`src/rtl/spi_shift_register.sv`:
```
// SPI master shift register: serialises one byte on mosi while assembling the
// returned miso byte, timed by sclk edge pulses from the baud rate generator.
module spi_shift_register (
    input  logic       PClk,
    input  logic       PRESETn,
    input  logic       ss,
    input  logic       send_data,
    input  logic [7:0] data_mosi,
    input  logic       lsbfe,
    input  logic       cpol,
    input  logic       cpha,
    input  logic       flag_high,
    input  logic       flag_low,
    input  logic       miso,
    output logic       mosi,
    output logic [7:0] data_miso,
    output logic       rx_valid,
    output logic       busy
);

    typedef enum logic [1:0] {IDLE, SHIFT, DONE} state_t;

    state_t     state, state_next;
    logic [7:0] tx_shift, rx_shift, rx_next;
    logic [2:0] bit_cnt;
    logic       lsbfe_r, cpol_r, cpha_r, drive_en;
    logic       load, hi_ok, lo_ok, leading, trailing, active;
    logic       sample, drive, last_sample;

    always_comb begin
        load        = (state == IDLE) && send_data && !ss;
        hi_ok       = flag_high && !flag_low;
        lo_ok       = flag_low && !flag_high;
        leading     = cpol_r ? lo_ok : hi_ok;
        trailing    = cpol_r ? hi_ok : lo_ok;
        active      = (state == SHIFT) && !ss;
        sample      = active && (cpha_r ? trailing : leading);
        drive       = active && (cpha_r ? leading : trailing);
        last_sample = sample && (bit_cnt == 3'd7);
        rx_next     = lsbfe_r ? {miso, rx_shift[7:1]} : {rx_shift[6:0], miso};
    end

    always_ff @(posedge PClk or negedge PRESETn) begin
        if (!PRESETn) state <= IDLE;
        else          state <= state_next;
    end

    always_comb begin
        state_next = state;
        case (state)
            IDLE:    if (load) state_next = SHIFT;
            SHIFT:   if (ss) state_next = IDLE;
                     else if (last_sample) state_next = DONE;
            DONE:    state_next = IDLE;
            default: state_next = IDLE;
        endcase
    end

    always_comb begin
        busy     = (state != IDLE);
        rx_valid = (state == DONE);
        mosi     = 1'b0;
        if (state == SHIFT && drive_en)
            mosi = lsbfe_r ? tx_shift[0] : tx_shift[7];
    end

    // cpha=1: the first leading edge only enables the output (bit 0),
    // later leading edges advance tx_shift.
    // data_miso takes the completed byte on the 8th sample so it is
    // already valid in the DONE cycle alongside rx_valid.
    always_ff @(posedge PClk or negedge PRESETn) begin
        if (!PRESETn) begin
            tx_shift  <= '0;
            rx_shift  <= '0;
            bit_cnt   <= '0;
            lsbfe_r   <= 1'b0;
            cpol_r    <= 1'b0;
            cpha_r    <= 1'b0;
            drive_en  <= 1'b0;
            data_miso <= '0;
        end else if (load) begin
            tx_shift <= data_mosi;
            rx_shift <= '0;
            bit_cnt  <= '0;
            lsbfe_r  <= lsbfe;
            cpol_r   <= cpol;
            cpha_r   <= cpha;
            drive_en <= !cpha;
        end else begin
            if (drive) begin
                if (drive_en)
                    tx_shift <= lsbfe_r ? {1'b0, tx_shift[7:1]} : {tx_shift[6:0], 1'b0};
                drive_en <= 1'b1;
            end
            if (sample) begin
                rx_shift <= rx_next;
                bit_cnt  <= bit_cnt + 3'd1;
                if (last_sample)
                    data_miso <= rx_next;
            end
        end
    end

endmodule

```
`config.mk`:
```
export PLATFORM = sky130hd
export DESIGN_NAME = spi_shift_register
export DESIGN_NICKNAME = d
export VERILOG_FILES = /design/src/rtl/spi_shift_register.sv
export SDC_FILE = /design/constraint.sdc
export NUM_CORES = 1
export LEC_CHECK = 0
export ABC_AREA = 1
export BUFFER_PORTS_ARGS = -buffer_cell sky130_fd_sc_hd__buf_4
export CORE_ASPECT_RATIO = 0.75
export CORE_MARGIN = 2
export CORE_UTILIZATION = 45
export DETAILED_ROUTE_END_ITERATION = 8
export GPL_TIMING_DRIVEN = 0
export PLACE_DENSITY = 0.66
export SYNTH_ARGS = -nofsm -noshare
export SYNTH_HDL_FRONTEND = slang
export SYNTH_SLANG_ARGS = --single-unit
```
`constraint.sdc`:
```
create_clock -name PClk -period 3.69 [get_ports PClk]
set_clock_uncertainty 0.2 [all_clocks]
set_input_delay 0.1845 -clock PClk [delete_from_list [all_inputs] [get_ports PClk]]
set_output_delay 0.1845 -clock PClk [all_outputs]
set_load 0.03 [all_outputs]
```
==> impl_metrics.py <==
metrics = {
    "synth": {
        "synth_edf_count": 0,
        "async_flop_share": 1.00,
        "yosys_register_bits": 33,
        "synthFlopType": "dfrtp_1",
        "syn-cell-area_sq_um": 1700,
        "netlist_instances": 221,
        "yosysWarnings": 0,
        "synth_common_cells": "nand2_1 (85), dfrtp_1 (33), nand3_1 (27)",
        "synth.area.top_cells": "dfrtp_1 (48%), nand2_1 (19%), nand3_1 (7.9%), o21ai_0 (6.8%), inv_1 (4.6%)",
        "post-synth-top-count-cell": "nand2_1",
        "synth_area_per_cell_sq_um": 7.71,
        "synth_seq_area_share": 0.485,
        "synth.distinct_cells": 23,
        "synth_top_area_frac": 0.485,
        "yosys.area.top_type": "dfrtp_1",
        "syn_nets": 241,
    },
    "placement": {
        "port_buffers": 28,
        "pre_cts_ws_ps": 2020,
        "dp_hpwl_mm": 2.58,
        "dp.cells": 301,
        "placed_area_sq_um": 1980,
        "globalplace.congestion": 0.845,
    },
    "floorplanning": {
        "die_w_um": 75.1,
        "ios": 29,
        "fp.dieArea_sq_um": 4300,
        "die_h_um": 57.3,
        "row_count": 19,
        "core_sq_um": 3640,
        "start_util": 0.469,
    },
    "worst_setup_path": {
        "arrival_ps": 1560,
        "worst_ep_required_time_ps": 3310,
        "timing.rr.start": "state[1]",
        "crit_fanout": 10,
        "r2r_setup_slack_ps": 2020,
        "startpoint_type": "register",
        "crit_chain": "buf_4, a2111oi_0, buf_4",
        "slowest_delay_ps": 440,
        "cp_common_cell": "buf_4",
        "end_kind": "primary output",
        "worstSetupPathType": "register to primary output",
        "r2r_cells": 6,
        "r2r-end": "tx_shift[3]",
        "critPathSlowestCell": "a2111oi_0",
    },
    "hold_path": {
        "min_path_type": "primary input to register",
        "min-delay-start": "cpha",
        "whs_path_depth": 4,
        "min_to": "drive_en",
    },
    "run": {
        "maxCapViolations": 0,
    },
    "power": {
        "powerDensity_nw_per_um2": 477,
        "leakage_nw": 1.12,
        "p_switching_uw": 298,
        "total_power_mw": 1.02,
        "p_comb_frac": 0.222,
        "power_frac_seq": 0.436,
        "ir_drop_mv": 0.285,
        "pwr-share-clk": 0.342,
        "internal_power_uw": 720,
        "swShare": 0.292,
    },
    "final_layout": {
        "fin_nets": 280,
        "final_cell_area_sq_um": 2140,
        "final-seq-area_sq_um": 826,
        "layout.cells.non_filler": 313,
        "antenna_cells": 0,
        "fillers": 346,
        "final_util": 0.587,
        "multi_input_comb_area_sq_um": 741,
        "area_growth_pct": 25.3,
        "drive_above_1_share": 0.192,
    },
    "global_route": {
        "use_met1": 0.280,
        "use_met2": 0.254,
        "met3_usage": 0.0636,
        "grt_max_degree": 34,
        "track_usage": 0.188,
        "grt.overflow.total": 0,
        "antenna_found_initial": 0,
        "grt_pass1_vias": 1286,
        "busiest_layer": "met1",
        "grt_first_pass_wirelength_mm": 5.95,
    },
    "sta": {
        "maxSlewHeadroom": 0.688,
        "tightest_slew_ps": 468,
        "finalSetupTns_ps": 0,
        "fin_crit_sh": 0.526,
        "rsz0062_at_grt": "no",
        "maxSlewViolCount": 0,
        "hold-worst-slack_ps": 17.0,
        "fin_ws_ps": 1750,
        "hold_viol_final": 0,
        "setup_viol": 0,
        "fmax_mhz": 515,
        "post-route-min-period_ps": 1940,
    },
    "clock_tree": {
        "clock_path_buffers": 2,
        "cts_max_level": 2,
        "cts_resized": 0,
        "cts-root-buf": "clkbuf_8",
        "cts-buffers-inserted": 5,
        "clk_pin_slew_ps": 70,
        "cts_tree": "done",
        "cts.sinks": 33,
        "clk_latency_ps": 280,
    },
    "detailed_routing": {
        "wl_mm": 3.55,
        "vias": 1512,
        "vias_per_cell": 4.83,
        "initialDrtViolationCount": 77,
        "routedWlPerCell_um": 11.3,
        "ant_nets": 0,
        "drc": 0,
        "detailedRoute.firstPassIterationCount": 4,
    },
    "run_status": {
        "outcome": "finished clean",
    },
}
[placed cells by master, fill, tap and decap left out, drive strengths merged]
| cell type | instances |
|---|---|
| nand2 | 87 |
| buf | 35 |
| dfrtp | 33 |
| nand3 | 30 |
| o21ai | 25 |
| inv | 23 |
| nor2 | 8 |
| clkbuf | 7 |
| dlygate4sd3 | 4 |
| ha | 2 |
| a2111oi | 1 |
| nand3b | 1 |
| nand4 | 1 |
| o21bai | 1 |
| a31oi | 1 |
| a21oi | 1 |
| bufinv | 1 |
[metal layers]
| layer | up-vias | wire [um] |
|---|---|---|
| met2 | 43 | 1470 |
| li1 | 782 | - |
| met1 | 681 | 1800 |
| met3 | 6 | 208 |
| met5 | - | 0 |
| met4 | 0 | 68 |
[worst max-delay path, delay by kind of cell, from the launching register on]
kind / cells / cell delay [ps]
AOI/OAI and AO/OA: 1 / 440
DFF: 1 / 410
buffers and inverters: 2 / 420
[cells by family after synthesis]
logic type      Yosys count  synth area share
compound gates           29            0.0896
fa+ha+maj                 2            0.0147
buf+inv                  30            0.0808
flops                    33             0.485
simple gates            127             0.330
[registers in the layout, indices dropped and copies added, names as in the netlist]
| register | flops |
|---|---|
| cpha_r | 1 |
| rx_shift | 8 |
| lsbfe_r | 1 |
| cpol_r | 1 |
| state | 2 |
| data_miso | 8 |
| tx_shift | 8 |
| bit_cnt | 3 |
| drive_en | 1 |
[area by class of cell]
class	count	area share
flip-flops and latches	33	0.387
repair buffers	32	0.117
clock buffers	7	0.0404
clock inverters	1	0.0141
multi-input cells	158	0.347
well taps	52	0.0305
inverters	23	0.0404
plain buffers	7	0.0240
[power by group through the flow]
stage | Clock, mW | Sequential, mW | Combinational (mW)
6_report | 0.348 | 0.444 | 0.226
3_5_place_dp | 0 | 0.451 | 0.223
3_3_place_gp | 0 | 0.450 | 0.220
4_1_cts | 0.354 | 0.444 | 0.227
2_1_floorplan | 0 | 0.446 | 0.159
5_1_grt | 0.375 | 0.452 | 0.255
[timing repair]
action                                 in CTS  in global routing
endpoints found under the hold margin      36                  0
hold buffers                                4                  0
buffers inserted                            0                  0
[how the worst max path moves through the flow]
| stage | to | slack, ps | cells past startpoint | start |
|---|---|---|---|---|
| after floorplan | mosi | 1170 | 2 | lsbfe_r |
| after global placement | mosi | 2020 | 3 | lsbfe_r |
| after detailed placement | mosi | 2020 | 3 | lsbfe_r |
| after CTS | mosi | 1710 | 3 | lsbfe_r |
| after global routing | mosi | 1590 | 4 | lsbfe_r |
| final | mosi | 1750 | 3 | lsbfe_r |
Note: power is estimated with default switching activity, not from simulation.
